## src/rtl/memory_port_arbiter.sv

```systemverilog
// Round-robin owner of the single main-memory port between I-fetch and D-cache.
// Fixed-latency access sequencer with a one-cycle done pulse per transfer.
module memory_port_arbiter #(
    parameter int ADDR_WIDTH  = 32,
    parameter int DATA_WIDTH  = 32,
    parameter int MEM_LATENCY = 4
) (
    input  logic                  clk,
    input  logic                  rst,
    input  logic                  i_req,
    input  logic [ADDR_WIDTH-1:0] i_addr,
    output logic                  i_grant,
    output logic                  i_done,
    output logic [DATA_WIDTH-1:0] i_rdata,
    input  logic                  d_req,
    input  logic                  d_we,
    input  logic [ADDR_WIDTH-1:0] d_addr,
    input  logic [DATA_WIDTH-1:0] d_wdata,
    output logic                  d_grant,
    output logic                  d_done,
    output logic [DATA_WIDTH-1:0] d_rdata,
    output logic [ADDR_WIDTH-1:0] mem_addr,
    output logic                  mem_we,
    output logic [DATA_WIDTH-1:0] mem_wdata,
    input  logic [DATA_WIDTH-1:0] mem_rdata,
    output logic                  busy
);

    localparam int CW = (MEM_LATENCY > 1) ? $clog2(MEM_LATENCY) : 1;
    localparam logic [CW-1:0] CNT_INIT = CW'(MEM_LATENCY - 1);
    localparam logic OWN_I = 1'b0;
    localparam logic OWN_D = 1'b1;

    typedef enum logic [1:0] {IDLE, ACCESS, RESP} state_t;

    state_t                state_q, state_d;
    logic                  owner_q, owner_d;
    logic                  last_q, last_d;
    logic                  we_q, we_d;
    logic [CW-1:0]         cnt_q, cnt_d;
    logic [ADDR_WIDTH-1:0] addr_q, addr_d;
    logic [DATA_WIDTH-1:0] wdata_q, wdata_d;
    logic [DATA_WIDTH-1:0] rdata_q, rdata_d;
    logic                  mem_we_q, mem_we_d;
    logic                  busy_q, busy_d;
    logic                  i_grant_q, i_grant_d;
    logic                  d_grant_q, d_grant_d;
    logic                  i_done_q, i_done_d;
    logic                  d_done_q, d_done_d;
    logic                  pick_d;

    always_comb begin
        state_d  = state_q;
        owner_d  = owner_q;
        last_d   = last_q;
        we_d     = we_q;
        cnt_d    = cnt_q;
        addr_d   = addr_q;
        wdata_d  = wdata_q;
        rdata_d  = rdata_q;
        mem_we_d = 1'b0;
        // D wins only when alone or when I had the previous turn
        pick_d   = d_req && (!i_req || (last_q == OWN_I));
        unique case (state_q)
            IDLE: begin
                if (i_req || d_req) begin
                    state_d  = ACCESS;
                    owner_d  = pick_d;
                    last_d   = pick_d;
                    addr_d   = pick_d ? d_addr : i_addr;
                    we_d     = pick_d && d_we;
                    wdata_d  = pick_d ? d_wdata : wdata_q;
                    cnt_d    = CNT_INIT;
                    mem_we_d = pick_d && d_we;
                end
            end
            ACCESS: begin
                if (cnt_q == '0) begin
                    rdata_d = mem_rdata;
                    state_d = RESP;
                end else begin
                    cnt_d = cnt_q - 1'b1;
                end
            end
            RESP: state_d = IDLE;
            default: state_d = IDLE;
        endcase
        busy_d    = (state_d != IDLE);
        i_grant_d = busy_d && (owner_d == OWN_I);
        d_grant_d = busy_d && (owner_d == OWN_D);
        i_done_d  = (state_d == RESP) && (owner_d == OWN_I);
        d_done_d  = (state_d == RESP) && (owner_d == OWN_D);
    end

    always_ff @(posedge clk) begin
        if (rst) begin
            state_q   <= IDLE;
            owner_q   <= OWN_I;
            last_q    <= OWN_D;
            we_q      <= 1'b0;
            cnt_q     <= '0;
            addr_q    <= '0;
            wdata_q   <= '0;
            rdata_q   <= '0;
            mem_we_q  <= 1'b0;
            busy_q    <= 1'b0;
            i_grant_q <= 1'b0;
            d_grant_q <= 1'b0;
            i_done_q  <= 1'b0;
            d_done_q  <= 1'b0;
        end else begin
            state_q   <= state_d;
            owner_q   <= owner_d;
            last_q    <= last_d;
            we_q      <= we_d;
            cnt_q     <= cnt_d;
            addr_q    <= addr_d;
            wdata_q   <= wdata_d;
            rdata_q   <= rdata_d;
            mem_we_q  <= mem_we_d;
            busy_q    <= busy_d;
            i_grant_q <= i_grant_d;
            d_grant_q <= d_grant_d;
            i_done_q  <= i_done_d;
            d_done_q  <= d_done_d;
        end
    end

    assign i_grant   = i_grant_q;
    assign d_grant   = d_grant_q;
    assign i_done    = i_done_q;
    assign d_done    = d_done_q;
    assign i_rdata   = rdata_q;
    assign d_rdata   = rdata_q;
    assign mem_addr  = addr_q;
    assign mem_wdata = wdata_q;
    assign mem_we    = mem_we_q;
    assign busy      = busy_q;

endmodule

```

## config.mk

```make
export PLATFORM = sky130hd
export DESIGN_NAME = memory_port_arbiter
export DESIGN_NICKNAME = d
export VERILOG_FILES = /design/src/rtl/memory_port_arbiter.sv
export SDC_FILE = /design/constraint.sdc
export NUM_CORES = 1
export LEC_CHECK = 0
export BUFFER_PORTS_ARGS = -buffer_cell sky130_fd_sc_hd__buf_2
export CORE_UTILIZATION = 40
export DETAILED_ROUTE_END_ITERATION = 10
export HOLD_SLACK_MARGIN = 0.08
export PLACE_DENSITY_LB_ADDON = 0.3
export SETUP_SLACK_MARGIN = 0.5
export SLEW_MARGIN = 20
export SYNTH_ARGS = -nofsm -noshare
export SYNTH_HDL_FRONTEND = slang
export SYNTH_SLANG_ARGS = --single-unit
```

## constraint.sdc

```tcl
create_clock -name clk -period 1.25 [get_ports clk]
set_input_delay 0.0625 -clock clk [delete_from_list [all_inputs] [get_ports clk]]
set_output_delay 0.0625 -clock clk [all_outputs]
set_load 0.02 [all_outputs]
```

==> metrics.txt, run 1 <==
# TYPE chip_impl_metric gauge
chip_impl_metric{name="synth_simple_gate_area_share",unit="%"} 16.4
chip_impl_metric{name="finalSetupViolations",unit=""} 91
chip_impl_metric{name="max_slew_headroom",unit="%"} 69.4
chip_impl_metric{name="post-synth-top-area-fraction",unit="%"} 47.4
chip_impl_metric{name="synth-adder-area-share",unit="%"} 0.274
chip_impl_metric{name="cts_sinks",unit=""} 108
chip_impl_metric{name="dr.first_iter.drc_count",unit=""} 496
chip_impl_metric{name="die_w",unit="µm"} 109
chip_impl_info{name="type_of_the_worst_min_delay_path",value="input port to flip-flop"} 1
chip_impl_metric{name="global_route.usage.total",unit="%"} 29.0
chip_impl_metric{name="std_cell_rows",unit=""} 38
chip_impl_metric{name="insertion_delay",unit="ns"} 0.35
chip_impl_metric{name="num-nets-final",unit=""} 1075
chip_impl_metric{name="synth-warning-count",unit=""} 0
chip_impl_info{name="layout_commonest_cell",value="buf_6"} 1
chip_impl_metric{name="yosys-mux-area-fraction",unit="%"} 0
chip_impl_metric{name="report.final.hold_viol_count",unit=""} 0
chip_impl_metric{name="postSynthNetCount",unit=""} 679
chip_impl_metric{name="core",unit="mm²"} 0.0110
chip_impl_metric{name="critical_path_arrival",unit="ns"} 1.74
chip_impl_metric{name="place_congestion",unit=""} 0.732
chip_impl_metric{name="wl",unit="µm"} 26800
chip_impl_metric{name="drive_gt1_share",unit="%"} 63.8
chip_impl_info{name="synth_top_cell_by_area",value="dfxtp_1"} 1
chip_impl_info{name="critPathCaptureType",value="flip-flop"} 1
chip_impl_metric{name="clk_slew_on_worst_s_h_paths",unit="ns"} 0.08
chip_impl_metric{name="seq_area_frac_synth",unit="%"} 47.4
chip_impl_info{name="violations",value="negative setup slack"} 1
chip_impl_metric{name="via_count",unit=""} 6359
chip_impl_metric{name="max_freq",unit="GHz"} 0.658
chip_impl_metric{name="cell_count_after_synthesis",unit=""} 545
chip_impl_metric{name="port-buffer-count",unit=""} 266
chip_impl_metric{name="timing.critical_path.required",unit="ns"} 1.47
chip_impl_metric{name="slew_viol_final",unit=""} 0
chip_impl_metric{name="power.total",unit="W"} 0.0117
chip_impl_metric{name="grt_pass1_wl",unit="µm"} 26700
chip_impl_metric{name="area.growth.synth_to_final",unit="%"} 118
chip_impl_metric{name="final_period_minus_worst_setup_slack",unit="ns"} 1.52
chip_impl_metric{name="power.density_cell_area",unit="mW/mm²"} 1180
chip_impl_metric{name="share_of_the_synthesized_area_in_compound_gates_ao_oa_aoi_oai",unit="%"} 24.9
chip_impl_metric{name="routed_wire_length_per_instance",unit="µm"} 24.7
chip_impl_metric{name="drt_pass1_iterations",unit=""} 5
chip_impl_info{name="combinational_family_with_the_most_area_after_synthesis",value="compound AO/OA/AOI/OAI gates"} 1
chip_impl_info{name="critical_path_class",value="flip-flop to flip-flop"} 1
chip_impl_metric{name="static-leakage-power",unit="nW"} 4.16
chip_impl_metric{name="grt_pass1_vias",unit=""} 5604
chip_impl_metric{name="drt-vias-per-instance",unit=""} 5.86
chip_impl_info{name="clock_tree_from_tritoncts",value="yes"} 1
chip_impl_metric{name="post-place-ws",unit="ns"} -0.0554
chip_impl_metric{name="initial_antenna_violation_count",unit=""} 2
chip_impl_metric{name="tritoncts.num_buffers",unit=""} 9
chip_impl_metric{name="route.detailed.drc",unit=""} 0
chip_impl_metric{name="peakVddDrop",unit="µV"} 1050
chip_impl_info{name="clock_tree.root_cell",value="clkbuf_16"} 1
chip_impl_info{name="outcome",value="finished, violations left"} 1
chip_impl_metric{name="timing.critical_path.fanout_max",unit=""} 7
chip_impl_metric{name="cts_hold_buf",unit=""} 125
chip_impl_metric{name="fin_setup_tns",unit="ns"} -5.24
chip_impl_metric{name="area_enclosed_by_the_die_boundary",unit="mm²"} 0.0118
chip_impl_metric{name="max_slew.worst_pin.slew",unit="ns"} 0.458
chip_impl_metric{name="max_cap_violations",unit=""} 0
chip_impl_metric{name="htreeDepth",unit=""} 3
chip_impl_info{name="grt_setup_unrepaired",value="yes"} 1
chip_impl_metric{name="dpl.hpwl",unit="µm"} 9420
chip_impl_metric{name="syn-cell-area",unit="mm²"} 0.00456
chip_impl_info{name="worst_setup_path_start_kind",value="flip-flop"} 1
chip_impl_metric{name="synth_xor_xnor_area_share",unit="%"} 0
chip_impl_metric{name="overflow",unit=""} 0
chip_impl_metric{name="finish.utilization",unit="%"} 90.7
chip_impl_metric{name="grt_start_max_net_pins",unit=""} 41
chip_impl_metric{name="per_instance_average_area_after_synthesis",unit="µm²"} 8.38
chip_impl_metric{name="synth_seq_cells",unit=""} 108
chip_impl_metric{name="top_level_ports",unit=""} 267
chip_impl_metric{name="timing.final.crit_share",unit="%"} 122
chip_impl_metric{name="starting_utilization_of_the_core_area",unit="%"} 41.6
chip_impl_metric{name="timing.clock.skew",unit="ns"} 0.0149
chip_impl_metric{name="final_critical_path_setup_slack",unit="ns"} -0.270
chip_impl_metric{name="final_antenna_net_count",unit=""} 0
chip_impl_info{name="layout.cells.most_common_list",value="137 x buf_6, 133 x buf_2, 124 x dlygate4sd3_1"} 1
chip_impl_metric{name="final.fill_count",unit=""} 409
chip_impl_metric{name="synth_cell_types",unit=""} 29
chip_impl_metric{name="die_span_in_y",unit="µm"} 109
chip_impl_info{name="yosys-top-cells-area",value="dfxtp_1 47%, a21oi_1 11%, nand2_1 11%, a311oi_2 6.6%, buf_4 6.1%"} 1
chip_impl_metric{name="clk_path_buf_depth",unit=""} 2
[per-layer routing]
layer | GRT usage (%) | routed length [µm] | vias to the layer above
li1 | - | - | 2674
met1 | 30.4 | 8610 | 2968
met2 | 54.0 | 13300 | 510
met4 | 16.1 | 2390 | 4
met5 | 0 | 27 | -
met3 | 5.62 | 2500 | 203
[flip-flops by register name (all words and copies together) (netlist names)]
register   flops
mem_wdata     32
last_q         1
mem_addr      32
d_rdata       32
i_grant        1
cnt_q          2
owner_q        1
d_done         1
busy           1
i_done         1
mem_we         1
state_q        2
d_grant        1
[power by group]
part | total (W) | internal [W] | switching (W) | leakage (nW)
sequential | 0.00416 | 0.00382 | 0.000339 | 0.931
combinational | 0.00467 | 0.00232 | 0.00235 | 3.08
clock | 0.00291 | 0.00156 | 0.00135 | 0.143
[what timing repair did]
action	4_1_cts	5_1_grt
pin swaps	10	76
endpoints found under the hold margin	102	4
setup buffers	11	23
gates cloned	4	16
setup endpoints to repair	242	242
resized for setup	135	424
[through the flow]
step	hold WS, ns	cell area (µm²)	std cells
after floorplan	0.199	4640	545
after global placement	0.311	5930	891
after detailed placement	0.316	5930	891
after CTS	-0.000650	8060	1046
after global routing	0.00831	9960	1085
final	0.0150	9960	1086
[synth_stat cells, drive strengths merged]
cell type,instances
nand3,32
nand2,129
a211oi,1
a21oi,100
and3b,1
inv,3
nor2,6
nor3b,3
buf,63
a31oi,1
a21bo,1
and3,1
ha,1
a21o,1
a21boi,2
a221oi,1
dfxtp,108
clkbuf,20
nand3b,3
or2,2
a311oi,32
o21ai,34
[path summary, 6_finish.rpt]
check / slack, ns / startpoint / endpoint / cells past startpoint
setup / recovery: -0.27 / last_q$_SDFFE_PP1N_ / mem_wdata[30]$_SDFFE_PP0P_ / 5
hold / removal: 0.01 / d_addr[25] / mem_addr[25]$_SDFFE_PP0N_ / 3
setup reg to reg: -0.27 / last_q$_SDFFE_PP1N_ / mem_wdata[30]$_SDFFE_PP0P_ / 5
hold reg to reg: 0.47 / mem_wdata[16]$_SDFFE_PP0P_ / mem_wdata[16]$_SDFFE_PP0P_ / 2
[cell families after synthesis]
| group | Yosys count |
|---|---|
| flip-flops | 108 |
| AO/OA/AOI/OAI | 173 |
| buffers and inverters | 86 |
| AND/OR/NAND/NOR | 177 |
| adder cells (fa/ha/maj) | 1 |
[critical path: stages, from the launching register on]
cell and delay, ns:
dfxtp_4 0.37, a21bo_4 0.28, buf_4 0.16, clkbuf_16 0.16, o21ai_2 0.30, a21oi_2 0.12
[final cells by class]
type,instances,area [µm²],share of cell area [%]
diodes,1,2.50,0.0251
clock buffers,10,229,2.30
clock inverters,5,61.3,0.616
inverters,3,11.3,0.113
multi-input cells,351,2580,26.0
flip-flops and latches,108,2330,23.4
well taps,140,175,1.76
repair buffers,468,4560,45.8
(Power assumes the default switching activity.)
==> inputs of run 2 (changes only) <==
--- a/config.mk
+++ b/config.mk
@@ -5,9 +5,10 @@
 export SDC_FILE = /design/constraint.sdc
 export NUM_CORES = 1
 export LEC_CHECK = 0
-export BUFFER_PORTS_ARGS = -buffer_cell sky130_fd_sc_hd__buf_2
-export CORE_UTILIZATION = 40
+export CORE_AREA = 2 2 103 105
 export DETAILED_ROUTE_END_ITERATION = 10
+export DIE_AREA = 0 0 105 107
+export DONT_BUFFER_PORTS = 1
 export HOLD_SLACK_MARGIN = 0.08
 export PLACE_DENSITY_LB_ADDON = 0.3
 export SETUP_SLACK_MARGIN = 0.5
==> constraint.sdc (replaced) <==
create_clock -name clk -period 1.25 [get_ports clk]
set_input_delay 0.125 -clock clk [delete_from_list [all_inputs] [get_ports clk]]
set_output_delay 0.125 -clock clk [all_outputs]
set_load 0.02 [all_outputs]
==> run 2 against run 1 <==
The flow finishes with violations (negative hold slack, negative setup slack). Wire length down 42%. Global-route usage down 6.2 points. Clock power down 25%. Clock skew up 0.0020 ns. Largest cell class is now multi-input combinational cells.
==> metrics.txt, run 2 (same netlist as run 1, synthesis figures left out) <==
# TYPE chip_impl_metric gauge
chip_impl_metric{name="timing.final.crit_share",unit="%"} 107
chip_impl_metric{name="dr_wl_met3",unit="µm"} 994
chip_impl_info{name="layout.cells.most_common_list",value="99 x nand2_1, 55 x a21oi_1, 53 x dfxtp_2"} 1
chip_impl_metric{name="starting_utilization_of_the_core_area",unit="%"} 45.2
chip_impl_metric{name="sw_frac_of_total",unit="%"} 34.7
chip_impl_metric{name="place_congestion",unit=""} 0.738
chip_impl_metric{name="htreeDepth",unit=""} 3
chip_impl_metric{name="routed_wire_length_per_instance",unit="µm"} 22.0
chip_impl_metric{name="via_count",unit=""} 4187
chip_impl_metric{name="final_period_minus_worst_setup_slack",unit="ns"} 1.34
chip_impl_metric{name="clockPowerShare",unit="%"} 23.4
chip_impl_metric{name="insertion_delay",unit="ns"} 0.37
chip_impl_metric{name="detailroute.wirelength.met2",unit="µm"} 8480
chip_impl_metric{name="global_route.usage.total",unit="%"} 22.8
chip_impl_metric{name="top_level_ports",unit=""} 267
chip_impl_info{name="clock_tree_from_tritoncts",value="yes"} 1
chip_impl_metric{name="worstHoldPathCells",unit=""} 1
chip_impl_metric{name="port-buffer-count",unit=""} 0
chip_impl_metric{name="dpl.hpwl",unit="µm"} 8170
chip_impl_info{name="topRoutingLayerUsed",value="met4"} 1
chip_impl_metric{name="route.detailed.drc",unit=""} 0
chip_impl_metric{name="overflow",unit=""} 0
chip_impl_metric{name="placed_area",unit="mm²"} 0.00481
chip_impl_info{name="grt_setup_unrepaired",value="yes"} 1
chip_impl_metric{name="power.density_cell_area",unit="mW/mm²"} 1370
chip_impl_metric{name="fin_setup_tns",unit="ns"} -2.40
chip_impl_info{name="outcome",value="finished, violations left"} 1
chip_impl_metric{name="final_critical_path_setup_slack",unit="ns"} -0.0869
chip_impl_metric{name="finalSetupViolations",unit=""} 83
chip_impl_metric{name="num-nets-final",unit=""} 705
chip_impl_metric{name="r2r.worst_path.cells",unit=""} 6
chip_impl_metric{name="routedLengthMet1",unit="µm"} 5770
chip_impl_metric{name="max_cap_violations",unit=""} 0
chip_impl_metric{name="timing.critical_path.required",unit="ns"} 1.55
chip_impl_metric{name="report.final.hold_viol_count",unit=""} 105
chip_impl_metric{name="final_antenna_net_count",unit=""} 0
chip_impl_metric{name="static-leakage-power",unit="nW"} 2.40
chip_impl_metric{name="dr.first_iter.drc_count",unit=""} 246
chip_impl_info{name="layout_commonest_cell",value="nand2_1"} 1
chip_impl_metric{name="switching_power",unit="W"} 0.00325
chip_impl_metric{name="grt_pass1_vias",unit=""} 3930
chip_impl_metric{name="max_slew_headroom",unit="%"} 81.8
chip_impl_info{name="worst_setup_path_start_kind",value="flip-flop"} 1
chip_impl_metric{name="drive_gt1_share",unit="%"} 63.3
chip_impl_info{name="violations",value="negative hold slack, negative setup slack"} 1
chip_impl_metric{name="clk_path_buf_depth",unit=""} 2
chip_impl_metric{name="share_comb_of_total_power",unit="%"} 30.3
chip_impl_metric{name="timing.clock.skew",unit="ns"} 0.0169
chip_impl_info{name="critPathCaptureType",value="flip-flop"} 1
chip_impl_metric{name="whs",unit="ns"} -0.177
chip_impl_metric{name="share_seq_of_total_power",unit="%"} 46.3
chip_impl_metric{name="slew_viol_final",unit=""} 0
chip_impl_metric{name="max_slew.worst_pin.slew",unit="ns"} 0.273
chip_impl_metric{name="max_freq",unit="GHz"} 0.748
chip_impl_metric{name="die_w",unit="µm"} 105
chip_impl_metric{name="int_pwr",unit="W"} 0.00611
chip_impl_metric{name="tritoncts.num_buffers",unit=""} 9
chip_impl_metric{name="grt_start_max_net_pins",unit=""} 107
chip_impl_metric{name="finish.utilization",unit="%"} 67.4
chip_impl_metric{name="post-route-cell-area",unit="mm²"} 0.00681
chip_impl_metric{name="area_enclosed_by_the_die_boundary",unit="mm²"} 0.0112
chip_impl_metric{name="drt-vias-per-instance",unit=""} 5.89
chip_impl_metric{name="cts_sinks",unit=""} 108
chip_impl_metric{name="clk_slew_on_worst_s_h_paths",unit="ns"} 0.11
chip_impl_metric{name="drt_pass1_iterations",unit=""} 4
chip_impl_metric{name="wl",unit="µm"} 15600
chip_impl_metric{name="grt_pass1_wl",unit="µm"} 20400
chip_impl_metric{name="core",unit="mm²"} 0.0101
chip_impl_metric{name="critical_path_arrival",unit="ns"} 1.64
chip_impl_metric{name="die_span_in_y",unit="µm"} 107
chip_impl_metric{name="num_antenna_cells",unit=""} 0
chip_impl_metric{name="initial_antenna_violation_count",unit=""} 0
chip_impl_info{name="clock_tree.root_cell",value="clkbuf_8"} 1
chip_impl_metric{name="area.growth.synth_to_final",unit="%"} 49.1
chip_impl_info{name="critical_path_class",value="flip-flop to flip-flop"} 1
chip_impl_metric{name="timing.critical_path.fanout_max",unit=""} 7
chip_impl_metric{name="std_cell_rows",unit=""} 37
chip_impl_info{name="type_of_the_worst_min_delay_path",value="input port to flip-flop"} 1
chip_impl_metric{name="peakVddDrop",unit="µV"} 708
run 2: worst paths after layout:
check,slack (ns),endpoint,startpoint
min,-0.18,mem_addr[1]$_SDFFE_PP0N_,rst
min reg2reg,0.46,d_rdata[10]$_SDFFE_PP0P_,d_rdata[10]$_SDFFE_PP0P_
max,-0.09,mem_wdata[5]$_SDFFE_PP0P_,last_q$_SDFFE_PP1N_
max reg2reg,-0.09,mem_wdata[5]$_SDFFE_PP0P_,last_q$_SDFFE_PP1N_
run 2: layer usage:
layer	GRT usage, %	vias up
met1	24.1	2034
met2	42.8	208
li1	-	1915
met4	9.05	0
met3	6.26	30
met5	0	-
run 2: repair_timing:
item,in CTS,in global routing
resized for setup,175,196
setup buffers,13,12
gates cloned,7,10
pin swaps,42,74
endpoints found under the setup margin,242,242
endpoints found under the hold margin,108,108
run 2: per-stage QoR:
step                      hold WS (ns)  total power (W)  std cells  setup slack [ns]
after floorplan                  0.261          0.00569        545            0.0339
after global placement           0.206          0.00598        654           -0.0178
after detailed placement         0.203          0.00603        654           -0.0557
after CTS                       -0.200          0.00876        689           -0.0422
after global routing            -0.211          0.00978        711            -0.121
final                           -0.177          0.00935        711           -0.0869
run 2: cell type report:
type	instances	area (µm²)
fill	749	3290
clock inverter	6	73.8
clock buffer	9	124
timing repair buffer	98	1430
sequential	108	2410
tap	136	170
inverter	3	11.3
multi-input combinational	351	2590
run 2: power groups by stage:
stage	registers (W)	clock network [W]	logic, W
after floorplan	0.00439	0	0.00130
after global placement	0.00434	0	0.00164
after detailed placement	0.00434	0	0.00169
after CTS	0.00430	0.00222	0.00224
after global routing	0.00436	0.00242	0.00300
final	0.00433	0.00219	0.00283
run 2: critical path, stage by stage (launching register included):
cell	delay, ns
dfxtp_4	0.38
a21boi_4	0.21
buf_6	0.18
buf_12	0.11
buf_16	0.14
nand3_4	0.07
a21oi_2	0.18
==> inputs of run 3 (changes only) <==
--- a/config.mk
+++ b/config.mk
@@ -10,7 +10,7 @@
 export DIE_AREA = 0 0 105 107
 export DONT_BUFFER_PORTS = 1
 export HOLD_SLACK_MARGIN = 0.08
-export PLACE_DENSITY_LB_ADDON = 0.3
+export PLACE_DENSITY = 0.71
 export SETUP_SLACK_MARGIN = 0.5
 export SLEW_MARGIN = 20
 export SYNTH_ARGS = -nofsm -noshare
==> run 3 against run 2 <==
The run still ends with negative hold slack, negative setup slack left. Worst setup slack improved by 0.021 ns. Total power decreased by 1.9%. Non-clock buffer count up 1. Wire length down 2.5%. Final cell count is 0.28% higher. Hold slack got worse by 0.015 ns. Critical path type unchanged. Highest routed layer unchanged.
==> metrics.txt, run 3 (same netlist as run 1, synthesis figures left out) <==
# TYPE chip_impl_metric gauge
chip_impl_info{name="worst_setup_path_start_kind",value="flip-flop"} 1
chip_impl_metric{name="placed_area",unit="mm²"} 0.00479
chip_impl_metric{name="timing.reg2reg.setup_slack",unit="ns"} -0.07
chip_impl_metric{name="clockPowerShare",unit="%"} 22.1
chip_impl_metric{name="core",unit="mm²"} 0.0101
chip_impl_metric{name="wl",unit="µm"} 15200
chip_impl_metric{name="cpPeakStageDelay",unit="ns"} 0.33
chip_impl_info{name="critical_path_class",value="flip-flop to flip-flop"} 1
chip_impl_metric{name="slew_viol_final",unit=""} 0
chip_impl_metric{name="peakVddDrop",unit="µV"} 736
chip_impl_metric{name="timing.clock.skew",unit="ns"} 0.0179
chip_impl_metric{name="insertion_delay",unit="ns"} 0.38
chip_impl_info{name="clock_tree_from_tritoncts",value="yes"} 1
chip_impl_metric{name="area.growth.synth_to_final",unit="%"} 49.0
chip_impl_metric{name="tritoncts.num_buffers",unit=""} 9
chip_impl_metric{name="timing.critical_path.fanout_max",unit=""} 9
chip_impl_metric{name="clk_slew_on_worst_s_h_paths",unit="ns"} 0.10
chip_impl_info{name="outcome",value="finished, violations left"} 1
chip_impl_metric{name="final.fill_count",unit=""} 729
chip_impl_metric{name="global_route.usage.total",unit="%"} 21.4
chip_impl_metric{name="drt-vias-per-instance",unit=""} 5.85
chip_impl_metric{name="std_cell_rows",unit=""} 37
chip_impl_metric{name="max_slew_headroom",unit="%"} 72.5
chip_impl_metric{name="dr.first_iter.drc_count",unit=""} 381
chip_impl_metric{name="starting_utilization_of_the_core_area",unit="%"} 45.2
chip_impl_info{name="type_of_the_worst_min_delay_path",value="input port to flip-flop"} 1
chip_impl_metric{name="drive_gt1_share",unit="%"} 65.9
chip_impl_metric{name="fin_setup_tns",unit="ns"} -2.04
chip_impl_metric{name="drt_pass1_iterations",unit=""} 5
chip_impl_metric{name="share_comb_of_total_power",unit="%"} 30.7
chip_impl_info{name="layout_commonest_cell",value="nand2_1"} 1
chip_impl_info{name="grt_setup_unrepaired",value="yes"} 1
chip_impl_metric{name="routed_wire_length_per_instance",unit="µm"} 21.4
chip_impl_metric{name="initial_antenna_violation_count",unit=""} 0
chip_impl_metric{name="num-nets-final",unit=""} 706
chip_impl_info{name="violations",value="negative hold slack, negative setup slack"} 1
chip_impl_info{name="path_cells",value="buf_6 > nor2_4 > buf_12 > buf_12 > buf_16 > nand3_1 > a21oi_2"} 1
chip_impl_metric{name="route.detailed.drc",unit=""} 0
chip_impl_info{name="critical-path-top-delay-family",value="buffers and inverters"} 1
chip_impl_metric{name="worst_path_buf_inv",unit=""} 4
chip_impl_metric{name="dpl.hpwl",unit="µm"} 8530
chip_impl_metric{name="grt_pass1_wl",unit="µm"} 18800
chip_impl_metric{name="die_w",unit="µm"} 105
chip_impl_metric{name="final_antenna_net_count",unit=""} 0
chip_impl_metric{name="post-route-cell-area",unit="mm²"} 0.00680
chip_impl_metric{name="critical_path_arrival",unit="ns"} 1.62
chip_impl_metric{name="finalSetupViolations",unit=""} 79
chip_impl_metric{name="static-leakage-power",unit="nW"} 2.47
chip_impl_metric{name="grt_start_max_net_pins",unit=""} 107
chip_impl_metric{name="whs",unit="ns"} -0.192
chip_impl_metric{name="final_critical_path_setup_slack",unit="ns"} -0.0662
chip_impl_metric{name="grt_pass1_vias",unit=""} 3621
chip_impl_metric{name="overflow",unit=""} 0
chip_impl_info{name="critPathMostFrequentCell",value="buf_12"} 1
chip_impl_metric{name="die_span_in_y",unit="µm"} 107
chip_impl_metric{name="power.total",unit="W"} 0.00918
chip_impl_info{name="slowest_stage",value="dfxtp_2"} 1
chip_impl_metric{name="int_pwr",unit="W"} 0.00592
chip_impl_metric{name="via_count",unit=""} 4172
chip_impl_metric{name="timing.critical_path.required",unit="ns"} 1.55
chip_impl_metric{name="clk_path_buf_depth",unit=""} 2
chip_impl_info{name="layout.cells.most_common_list",value="91 x nand2_1, 60 x dfxtp_4, 56 x a21oi_2"} 1
chip_impl_metric{name="report.final.hold_viol_count",unit=""} 108
chip_impl_metric{name="num_antenna_cells",unit=""} 0
chip_impl_metric{name="share_seq_of_total_power",unit="%"} 47.2
chip_impl_metric{name="timing.final.crit_share",unit="%"} 105
chip_impl_info{name="critPathCaptureType",value="flip-flop"} 1
chip_impl_info{name="clock_tree.root_cell",value="clkbuf_8"} 1
chip_impl_metric{name="top_level_ports",unit=""} 267
chip_impl_metric{name="switching_power",unit="W"} 0.00326
chip_impl_metric{name="cts_sinks",unit=""} 108
chip_impl_metric{name="max_slew.worst_pin.slew",unit="ns"} 0.412
chip_impl_metric{name="power.density_cell_area",unit="mW/mm²"} 1350
chip_impl_metric{name="htreeDepth",unit=""} 3
chip_impl_metric{name="place_congestion",unit=""} 0.747
chip_impl_metric{name="max_cap_violations",unit=""} 0
chip_impl_metric{name="max_freq",unit="GHz"} 0.760
chip_impl_metric{name="sw_frac_of_total",unit="%"} 35.5
chip_impl_metric{name="area_enclosed_by_the_die_boundary",unit="mm²"} 0.0112
chip_impl_metric{name="port-buffer-count",unit=""} 0
chip_impl_metric{name="final_period_minus_worst_setup_slack",unit="ns"} 1.32
## run 3: cell count changes in the layout (fill, tap and decap cells not counted), moves of 9 or more
cell,before,now
nand2_4,7,16
a21oi_2,43,56
dfxtp_2,53,42
dfxtp_4,48,60
a21oi_1,55,44
nand3_1,3,15
## run 3: area by class of cell
class	count	area, µm²	share of cell area, %
multi-input cells	351	2610	38.3
flip-flops and latches	108	2440	35.9
repair buffers	99	1390	20.5
well taps	136	170	2.50
clock buffers	9	124	1.82
clock inverters	7	57.6	0.846
inverters	3	11.3	0.166
## run 3: what timing repair did
action	CTS	global route
resized for setup	63	326
pin swaps	10	69
gates cloned	5	12
endpoints found under the setup margin	242	242
endpoints found under the hold margin	108	108
setup buffers	8	17
## run 3: worst reg2reg max path: stages, from the launching register on
cell,delay [ns]
dfxtp_2,0.33
buf_6,0.12
nor2_4,0.11
buf_12,0.17
buf_12,0.13
buf_16,0.14
nand3_1,0.10
a21oi_2,0.14
## run 3: per-layer routing
layer	wire length (µm)	vias up	global-route usage (%)
li1	-	1914	-
met1	5470	1966	22.8
met2	8150	264	40.0
met3	1250	28	5.78
met4	371	0	8.67
met5	0	-	0
## run 3: worst paths after layout
kind                            cells after the start                     from                        end
worst max-delay path                                7    state_q[0]$_SDFF_PP0_  mem_wdata[9]$_SDFFE_PP0P_
worst min-delay path                                1                      rst  mem_addr[13]$_SDFFE_PP0N_
worst max register to register                      7    state_q[0]$_SDFF_PP0_  mem_wdata[9]$_SDFFE_PP0P_
worst min register to register                      2  d_rdata[2]$_SDFFE_PP0P_    d_rdata[2]$_SDFFE_PP0P_
## run 3: through the flow
| step | hold WS, ns | instances | setup WS, ns | util, % |
|---|---|---|---|---|
| after floorplan | 0.261 | 545 | 0.0339 | - |
| after global placement | 0.204 | 655 | -0.0146 | 47.5 |
| after detailed placement | 0.205 | 655 | -0.0806 | 47.5 |
| after CTS | -0.205 | 684 | -0.0471 | 53.6 |
| after global routing | -0.230 | 713 | -0.130 | 67.4 |
| final | -0.192 | 713 | -0.0662 | 67.4 |
## run 3: power by group through the flow
stage	registers, W	logic, W	clock network, W
floorplan	0.00439	0.00130	0
global placement	0.00431	0.00164	0
detailed placement	0.00432	0.00170	0
CTS	0.00426	0.00204	0.00207
global route	0.00436	0.00297	0.00223
finish	0.00433	0.00282	0.00203
